## src/rtl/board_pkg.sv

```systemverilog
`default_nettype none
// ============================================================================
//  Module      : board_pkg
//  Description : Shared types and constants for the 2048 board render path.
//                Region codes, board geometry and the packed board snapshot
//                type with its tile-index helper.
//  Revision    : 1.0  initial release
// ============================================================================
package board_pkg;

  typedef enum logic [1:0] {
    REG_OUT  = 2'd0,
    REG_GAP  = 2'd1,
    REG_TILE = 2'd2
  } region_e;

  localparam int TILE_SIZE = 60;
  localparam int GAP       = 4;
  localparam int BOARD_DIM = 4;

  // 16 tiles x 4-bit exponent, tile (r,c) at bits [4*(4r+c)+:4]
  typedef logic [63:0] board_t;

  // LSB of tile (row,col) inside board_t: 4*(4*row+col) == {row,col,2'b00}
  function automatic logic [5:0] tile_lsb(input logic [1:0] row,
                                          input logic [1:0] col);
    return {row, col, 2'b00};
  endfunction

endpackage
`default_nettype wire

```

## src/rtl/board_axis_decode.sv

```systemverilog
`default_nettype none
// ============================================================================
//  Module      : board_axis_decode
//  Description : Combinational decode of one screen axis against the board
//                grid. Reports whether the coordinate lies on the board, in a
//                gap band, which tile column/row it hits and the offset
//                inside that tile.
//  Ports       : coord_i    - 10-bit screen coordinate
//                in_board_o - coordinate lies inside the board extent
//                in_gap_o   - coordinate lies in a gap/border band
//                idx_o      - tile index along this axis (valid in a tile)
//                pos_o      - offset inside the tile (valid in a tile)
//  Revision    : 1.0  initial release
// ============================================================================
module board_axis_decode
  import board_pkg::*;
#(
  parameter int ORIGIN  = 190,
  parameter int TILE_PX = board_pkg::TILE_SIZE,
  parameter int GAP_PX  = board_pkg::GAP
) (
  input  logic [9:0] coord_i,
  output logic       in_board_o,
  output logic       in_gap_o,
  output logic [1:0] idx_o,
  output logic [5:0] pos_o
);

  localparam int EXTENT = BOARD_DIM * TILE_PX + (BOARD_DIM + 1) * GAP_PX;

  logic signed [10:0] rel;
  logic               in_tile;

  assign rel = $signed({1'b0, coord_i}) - $signed(11'(ORIGIN));

  // Tile k spans [GAP + k*(TILE+GAP), GAP + k*(TILE+GAP) + TILE); the bounds
  // are elaboration-time constants so this is a handful of comparators.
  always_comb begin
    in_tile = 1'b0;
    idx_o   = 2'd0;
    pos_o   = 6'd0;
    for (int k = 0; k < BOARD_DIM; k++) begin
      if (rel >= $signed(11'(GAP_PX + k * (TILE_PX + GAP_PX))) &&
          rel <  $signed(11'(GAP_PX + k * (TILE_PX + GAP_PX) + TILE_PX))) begin
        in_tile = 1'b1;
        idx_o   = 2'(k);
        pos_o   = 6'(rel - $signed(11'(GAP_PX + k * (TILE_PX + GAP_PX))));
      end
    end
  end

  assign in_board_o = !rel[10] && (rel < $signed(11'(EXTENT)));
  assign in_gap_o   = in_board_o && !in_tile;

endmodule
`default_nettype wire

```

## src/rtl/board_render_ctrl.sv

```systemverilog
`default_nettype none
// ============================================================================
//  Module      : board_render_ctrl
//  Description : Walks the tile sprite renderer across the 4x4 board for each
//                VGA pixel, delay-matches region/video-enable to the
//                renderer latency and muxes the final colour. Holds a
//                frame-synchronous double-buffered board snapshot.
//  Ports       : clk, reset         - pixel clock, sync active-high reset
//                pix_x_i/pix_y_i    - current VGA coordinate
//                video_on_i         - active-video flag for the coordinate
//                frame_start_i      - pulse at start of vertical blank
//                upd_valid_i/upd_ready_o/upd_board_i - snapshot handshake
//                tile_value_o, tile_pos_x_o, tile_pos_y_o - to renderer
//                sprite_pixel_i     - renderer colour output
//                pixel_rgb_o, video_on_out_o - final colour and its enable
//  Revision    : 1.0  initial release
// ============================================================================
module board_render_ctrl
  import board_pkg::*;
#(
  parameter int          BOARD_X0   = 190,
  parameter int          BOARD_Y0   = 110,
  parameter int          TILE_SIZE  = board_pkg::TILE_SIZE,
  parameter int          GAP        = board_pkg::GAP,
  parameter int          RENDER_LAT = 2,
  parameter logic [11:0] BG_COLOR   = 12'hFEE,
  parameter logic [11:0] GRID_COLOR = 12'hBAA
) (
  input  logic        clk,
  input  logic        reset,
  input  logic [9:0]  pix_x_i,
  input  logic [9:0]  pix_y_i,
  input  logic        video_on_i,
  input  logic        frame_start_i,
  input  logic        upd_valid_i,
  output logic        upd_ready_o,
  input  board_t      upd_board_i,
  output logic [3:0]  tile_value_o,
  output logic [5:0]  tile_pos_x_o,
  output logic [5:0]  tile_pos_y_o,
  input  logic [11:0] sprite_pixel_i,
  output logic [11:0] pixel_rgb_o,
  output logic        video_on_out_o
);

  // ---------------- board double buffer ----------------
  board_t active_q, active_d;
  board_t pending_q, pending_d;
  logic   pending_valid_q, pending_valid_d;

  assign upd_ready_o = !pending_valid_q;

  // Accept and swap are mutually exclusive (accept needs pending empty, swap
  // needs it full), so a coincident accept/frame_start only fills pending.
  always_comb begin
    active_d        = active_q;
    pending_d       = pending_q;
    pending_valid_d = pending_valid_q;
    if (upd_valid_i && !pending_valid_q) begin
      pending_d       = upd_board_i;
      pending_valid_d = 1'b1;
    end else if (frame_start_i && pending_valid_q) begin
      active_d        = pending_q;
      pending_valid_d = 1'b0;
    end
  end

  always_ff @(posedge clk) begin
    if (reset) begin
      active_q        <= '0;
      pending_q       <= '0;
      pending_valid_q <= 1'b0;
    end else begin
      active_q        <= active_d;
      pending_q       <= pending_d;
      pending_valid_q <= pending_valid_d;
    end
  end

  // ---------------- stage 1: coordinate decode ----------------
  logic       x_in, x_gap, y_in, y_gap;
  logic [1:0] x_idx, y_idx;
  logic [5:0] x_pos, y_pos;

  board_axis_decode #(.ORIGIN(BOARD_X0), .TILE_PX(TILE_SIZE), .GAP_PX(GAP)) u_dec_x (
    .coord_i    (pix_x_i),
    .in_board_o (x_in),
    .in_gap_o   (x_gap),
    .idx_o      (x_idx),
    .pos_o      (x_pos)
  );

  board_axis_decode #(.ORIGIN(BOARD_Y0), .TILE_PX(TILE_SIZE), .GAP_PX(GAP)) u_dec_y (
    .coord_i    (pix_y_i),
    .in_board_o (y_in),
    .in_gap_o   (y_gap),
    .idx_o      (y_idx),
    .pos_o      (y_pos)
  );

  region_e    region_d, region_q;
  logic [3:0] tile_value_d, tile_value_q;
  logic [5:0] pos_x_d, pos_x_q, pos_y_d, pos_y_q;
  logic       video_q;

  // Non-tile pixels drive zeros so the renderer address stays in range.
  always_comb begin
    region_d     = REG_OUT;
    tile_value_d = 4'd0;
    pos_x_d      = 6'd0;
    pos_y_d      = 6'd0;
    if (x_in && y_in) begin
      if (x_gap || y_gap) begin
        region_d = REG_GAP;
      end else begin
        region_d     = REG_TILE;
        tile_value_d = active_q[tile_lsb(y_idx, x_idx) +: 4];
        pos_x_d      = x_pos;
        pos_y_d      = y_pos;
      end
    end
  end

  always_ff @(posedge clk) begin
    if (reset) begin
      region_q     <= REG_OUT;
      tile_value_q <= 4'd0;
      pos_x_q      <= 6'd0;
      pos_y_q      <= 6'd0;
      video_q      <= 1'b0;
    end else begin
      region_q     <= region_d;
      tile_value_q <= tile_value_d;
      pos_x_q      <= pos_x_d;
      pos_y_q      <= pos_y_d;
      video_q      <= video_on_i;
    end
  end

  assign tile_value_o = tile_value_q;
  assign tile_pos_x_o = pos_x_q;
  assign tile_pos_y_o = pos_y_q;

  // ---------------- delay line matching renderer latency ----------------
  region_e region_dly_q [RENDER_LAT];
  logic    video_dly_q  [RENDER_LAT];

  always_ff @(posedge clk) begin
    if (reset) begin
      for (int i = 0; i < RENDER_LAT; i++) begin
        region_dly_q[i] <= REG_OUT;
        video_dly_q[i]  <= 1'b0;
      end
    end else begin
      region_dly_q[0] <= region_q;
      video_dly_q[0]  <= video_q;
      for (int i = 1; i < RENDER_LAT; i++) begin
        region_dly_q[i] <= region_dly_q[i-1];
        video_dly_q[i]  <= video_dly_q[i-1];
      end
    end
  end

  // ---------------- output colour mux ----------------
  logic [11:0] rgb_d, rgb_q;
  logic        vid_out_q;

  always_comb begin
    rgb_d = 12'h000;
    if (video_dly_q[RENDER_LAT-1]) begin
      case (region_dly_q[RENDER_LAT-1])
        REG_OUT:  rgb_d = BG_COLOR;
        REG_GAP:  rgb_d = GRID_COLOR;
        REG_TILE: rgb_d = sprite_pixel_i;
        default:  rgb_d = 12'h000;
      endcase
    end
  end

  always_ff @(posedge clk) begin
    if (reset) begin
      rgb_q     <= 12'h000;
      vid_out_q <= 1'b0;
    end else begin
      rgb_q     <= rgb_d;
      vid_out_q <= video_dly_q[RENDER_LAT-1];
    end
  end

  assign pixel_rgb_o    = rgb_q;
  assign video_on_out_o = vid_out_q;

endmodule
`default_nettype wire

```

## config.mk

```make
export PLATFORM = sky130hd
export DESIGN_NAME = board_render_ctrl
export DESIGN_NICKNAME = d
export VERILOG_FILES = /design/src/rtl/board_pkg.sv /design/src/rtl/board_axis_decode.sv /design/src/rtl/board_render_ctrl.sv
export SDC_FILE = /design/constraint.sdc
export NUM_CORES = 1
export LEC_CHECK = 0
export ABC_AREA = 1
export CORE_MARGIN = 10
export CORE_UTILIZATION = 45
export DETAILED_ROUTE_END_ITERATION = 16
export GPL_ROUTABILITY_DRIVEN = 0
export GPL_TIMING_DRIVEN = 0
export PLACE_DENSITY_LB_ADDON = 0.12
export SLEW_MARGIN = 40
export SYNTH_ARGS = -nofsm -noshare
export SYNTH_HDL_FRONTEND = slang
export SYNTH_SLANG_ARGS = --single-unit
```

## constraint.sdc

```tcl
create_clock -name clk -period 2.35 [get_ports clk]
set_input_delay 0.235 -clock clk [delete_from_list [all_inputs] [get_ports clk]]
set_output_delay 0.235 -clock clk [all_outputs]
set_load 0.005 [all_outputs]
```

Yosys cells after proc, flatten, opt, wreduce, memory -nomap -nowiden:

Memory sizes are Yosys's and may differ from the RTL's.
Cells that the tools add are included.

* add/sub/neg operators: 10
* magnitude comparators: 18
* equality and inequality tests: 2
* shift operators: 1
* multiplexer cells: 33
* bitwise logic cells: 7
* reduce and logical (&&, ||, !) cells: 27

Operators by type and width (count)
* 64-bit by 7-bit indexed part select with 4-bit output: 1
* 6-bit 2-to-1 mux: 8
* 6-bit by 4-bit subtractor with 6-bit output, second input constant: 8
* 11-bit by 9-bit greater-or-equal comparator with 1-bit output, second input constant: 4
* 11-bit by 10-bit less-than comparator with 1-bit output, second input constant: 4
* 11-bit by 9-bit less-than comparator with 1-bit output, second input constant: 4
* 12-bit case mux with 3 select lines: 1
* 11-bit by 4-bit greater-or-equal comparator with 1-bit output, second input constant: 2
* 11-bit by 8-bit greater-or-equal comparator with 1-bit output, second input constant: 2
* 11-bit by 8-bit less-than comparator with 1-bit output, second input constant: 2
* 1-bit 2-to-1 mux: 17
* 1-bit logical AND: 15
* 2-bit 2-to-1 mux: 7
* 10-bit by 7-bit subtractor with 11-bit output, second input constant: 1
* 10-bit by 8-bit subtractor with 11-bit output, second input constant: 1
* 1-bit zero test: 5
* 1-bit OR: 4
* 2-bit OR reduction: 2
* 1-bit inverter: 3
* 3-bit OR reduction: 1
* 2-bit by 1-bit equality test with 1-bit output, second input constant: 1
* 2-bit equality test, second input constant: 1
* 2-bit zero test: 1
* 2-bit AND reduction: 1
* 2 further kinds: 2

* register bits after elaboration: 161
* bits in writable memories: 6
* bits of input ports: 101
* memories kept: 2

Memory list
* region_dly_q: depth 2, bits a word 2, rd ports 2, clocked after Yosys merged registers in 0, wr ports 2, line board_render_ctrl.sv:145 `region_e region_dly_q [RENDER_LAT];`
* video_dly_q: depth 2, bits a word 1, rd ports 2, clocked after Yosys merged registers in 0, wr ports 2, line board_render_ctrl.sv:146 `logic video_dly_q [RENDER_LAT];`

Longest topological paths before layout:

* depth after elaboration: 11
* mapped depth: 21
* gate-level depth less buffers: 20

By module:

From an unflattened synthesis, not the netlist that was laid out.

* cell total of the unflattened synthesis: 999
* area total of the unflattened synthesis: 7225.7 um^2

By module, submodules not included
* board_render_ctrl: times used 1, cells an instance 820, area an instance 6232.2 um^2
* board_axis_decode at u_dec_x: times used 1, cells an instance 91, area an instance 526.8 um^2
* board_axis_decode at u_dec_y: times used 1, cells an instance 88, area an instance 466.7 um^2

Worst setup path after synthesis:

Ideal clock, no wire load.

* kind: input -> register
* from: input port pix_y_i[1]
* to: register pos_x_q[4], in the netlist tile_pos_x_o[4]
* setup time: 116 ps
* arrival time: 2000 ps
* data required time: 2234 ps
* setup slack: 234 ps
* stages on the path: 17
* path buffers: 1
* cell sequence: ha_1 nand2_1 nand2_1 nand2_1 nand2_1 nor2_1 xor2_1 or2_0 inv_2 o21ai_1 nand2_2 inv_2 nand3_1 and2_4 nand2_4 buf_6 nor2_2

* longest elaborated chain between the ends: 11
* elaborated cells on any way between the ends: 26

Ends and longest elaborated chain
* from (decl): line board_render_ctrl.sv:32 `input logic [9:0] pix_y_i,`
* 10-bit by 7-bit subtractor with 11-bit output (*): line board_axis_decode.sv:34 `assign rel = $signed({1'b0, coord_i}) - $signed(11'(ORIGIN));`
* 11-bit by 4-bit greater-or-equal comparator with 1-bit output / 11-bit by 8-bit less-than comparator with 1-bit output (equally long branches): line board_axis_decode.sv:43, board_axis_decode.sv:44
* 1-bit logical AND: line board_axis_decode.sv:43 `if (rel >= $signed(11'(GAP_PX + k * (TILE_PX + GAP_PX))) &&`
* 1-bit 2-to-1 mux (4 in series): line board_axis_decode.sv:43
* 1-bit zero test: line board_axis_decode.sv:53 `assign in_gap_o = in_board_o && !in_tile;`
* 1-bit logical AND: line board_axis_decode.sv:53
* 1-bit logical OR: line board_render_ctrl.sv:113 `if (x_gap || y_gap) begin`
* 3-bit OR reduction (no source line) (*)
* to (signal assigned): line board_render_ctrl.sv:134 `pos_x_q <= pos_x_d;`
* to (decl): line board_render_ctrl.sv:103 `logic [5:0] pos_x_d, pos_x_q, pos_y_d, pos_y_q;`

Mark *: on every way between the ends. The rest lies on a longest branch, timed or not.
A chain may end at the register's enable or synchronous reset.

Final worst setup path:

* from: input port pix_y_i[4]
* to: register tile_value_q[2], in the netlist tile_value_o[2]

* longest elaborated chain between the ends: 11
* elaborated cells on any way between the ends: 30

Ends and longest elaborated chain
* 10-bit by 7-bit subtractor with 11-bit output (*): line board_axis_decode.sv:34
* branches (longest 10 deep; another with 11-bit by 8-bit greater-or-equal comparator with 1-bit output)
* to (signal assigned): line board_render_ctrl.sv:133 `tile_value_q <= tile_value_d;`
* to (decl): line board_render_ctrl.sv:102 `logic [3:0] tile_value_d, tile_value_q;`

Every way passes the cells marked *.

==> results.ini <==
[run_status]
status=complete, no violations

[clock_network]
clockRootBuffer=clkbuf_16
cts_tree=built
clk_pin_slew_ps=60
clockBufferDepth=2
clk_latency_ps=430
cts_made_buffers=17
cts.htree.levels=4
cts.sinks=167

[placement]
pre_cts_ws_ps=-865
place_area_um2=8610
hpwl_um=13500
numPortBuffers=129
dp_cells=1302

[timing]
setup_slack_ps=168
finalMaxSlewViolations=0
period_needed_ps=2180
setup_violations=0
tns_ps=0
fin_crit_sh=0.928
tightestPinTransition_ps=802
rsz0062_at_grt=yes
hold_viol=0
max_clock_freq_ghz=0.458
fin_worst_skew_ps=6.58
slew_headroom=0.465

[logic_synthesis]
synth_most_common_cell=nor2_1
postSynthCellCount=962
syn_avg_cell_area_um2=7.33
synth.area.top_cells=dfxtp_1 (47%), nor2_1 (9.4%), o21ai_0 (9.3%)
ys_types=36
synth_warnings=0
netlist_area_um2=7050
ys_seq_area_frac=0.474
ys.flop_type=dfxtp_1
async_reset_ff_frac=0
synth-seq-cells=167
synth_fp_nets=1069
synth_edf_count=0
synth_top_cell_by_area=dfxtp_1
netlist.area_leader.share=0.474
synth_commonest_cells=nor2_1 (176), dfxtp_1 (167), o21ai_0 (131)

[routing]
wl_per_cell_um=13.6
first_iter_violations=348
via_count=6498
drc_errors=0
viasPerCell=4.86
antenna_left=0
finalWirelength_um=18200
dr.pass1.iters=5

[floorplan]
io_pins=131
die_width_um=145
rows=45
start_util=0.462
coreArea_um2=15300
fp.dieArea_um2=21100
die_h_um=145

[pwr]
p_total_mw=6.81
peakVddDrop_mv=0.481
power_density_nw_per_um2=732
p_leak_nw=3.90

[layout]
fillers=1447
drive_gt1_frac=0.0976
n_antenna_cell=0
syn_to_final_growth_pct=32.0
fin_nets=1223
design_area_um2=9310
layoutNonFillerInstCount=1338

[global_routing]
globalRouteTotalUtil=0.168
grt_pass1_wl_um=29800
overflow=0
grt_pass1_vias=6243
grt_antenna_before_repair=0
grt_max_degree=17

[worst_setup_path]
worst-path-max-fanout=10
end_kind=flop
required_ps=2700
critPathKind=in -> reg
critPathLaunchType=input port
rr_worst_depth=4
critPathArrivalTime_ps=2540

[worst_hold_path]
hold_class=in -> reg
hold_depth=2

[run]
max-cap-violations=0

==> final cells by class <==
cell class,count,area [um^2],area share
inverters,101,379,0.0407
well taps,211,264,0.0284
clock inverters,8,100,0.0108
multi-input cells,640,3150,0.339
repair buffers,135,1340,0.144
flip-flops and latches,167,3340,0.359
clock buffers,22,454,0.0488
plain buffers,54,274,0.0294
==> logic make-up after synthesis <==
logic type	count (synthesis)	share of synthesized area
and+or+nand+nor	402	0.252
xor gates and xnor gates	6	0.00852
buffers and inverters	155	0.0905
DFF	167	0.474
AOI/OAI and AO/OA	226	0.164
adders and majority gates	6	0.0106
==> power by group <==
| group | internal (mW) | switching (mW) |
|---|---|---|
| sequential | 3.01 | 0.0732 |
| combinational | 0.468 | 0.603 |
| clock | 1.58 | 1.08 |
| total | 5.05 | 1.76 |
==> stage by stage <==
stage          utilization  hold slack (ps)
5_1_grt              0.610             41.1
2_1_floorplan            -              302
3_5_place_dp         0.564              397
6_report             0.610             41.6
3_3_place_gp         0.564              392
4_1_cts              0.607              140
==> worst paths after layout <==
kind	slack, ps	start	end
max	170	pix_y_i[4]	tile_value_o[2]
min	40	pix_y_i[1]	tile_pos_y_o[1]
max reg2reg	570	pending_valid_q	active_q[61]
min reg2reg	410	region_dly_q[0][0]	region_dly_q[0][2]
==> worst max-delay path: stages <==
cell,delay [ps]
clkdlybuf4s50_1,490
inv_1,80
nand2_2,100
xor2_2,220
nand3_1,120
nor2_2,150
nor2_1,80
nor4_2,180
o21ai_2,120
nand2_2,110
inv_2,70
nand3_1,70
and2_4,150
nand2_4,90
buf_8,170
a21oi_2,110
==> cells in the final DEF, fill, tap and decap left out, drive strengths merged <==
master	synthesis	routed
a21oi	85	85
a31o	1	1
and2	1	1
buf	11	17
bufinv	0	2
clkbuf	43	67
clkdlybuf4s50	0	118
clkinv	1	5
clkinvlp	0	1
dfxtp	167	167
dlygate4sd2	0	2
dlymetal6s2s	0	7
ha	6	6
inv	100	101
nand2	121	121
nand3	67	67
nand3b	9	9
nand4	5	5
nor2	189	189
nor3	5	5
nor4	1	1
o211ai	1	1
o21a	3	3
o21ai	135	135
o21bai	1	1
or2	4	4
xnor2	1	1
xor2	5	5
==> flip-flops by register name, summed over array words and instances (netlist names) <==
| signal | count |
|---|---|
| active_q | 64 |
| pending_q | 64 |
| pending_valid_q | 1 |
| pixel_rgb_o | 12 |
| region_dly_q | 4 |
| region_q | 2 |
| tile_pos_x_o | 6 |
| tile_pos_y_o | 6 |
| tile_value_o | 4 |
| video_dly_q | 2 |
| video_on_out_o | 1 |
| video_q | 1 |
==> timing repair <==
item,in CTS,in global routing
hold buffers,0,0
buffers inserted,6,0
gates resized for setup,20,23
endpoints found under the setup margin,17,16
hold endpoints to repair,0,0
pin swaps,12,7
==> metal layers <==
layer / GRT usage / up-vias / wire [um]
li1: - / 3404 / -
met1: 0.197 / 2901 / 8010
met2: 0.292 / 161 / 8870
met3: 0.0407 / 32 / 920
met4: 0.0592 / 0 / 387
met5: 0 / - / 0
Power figures use the tool's default switching activity.
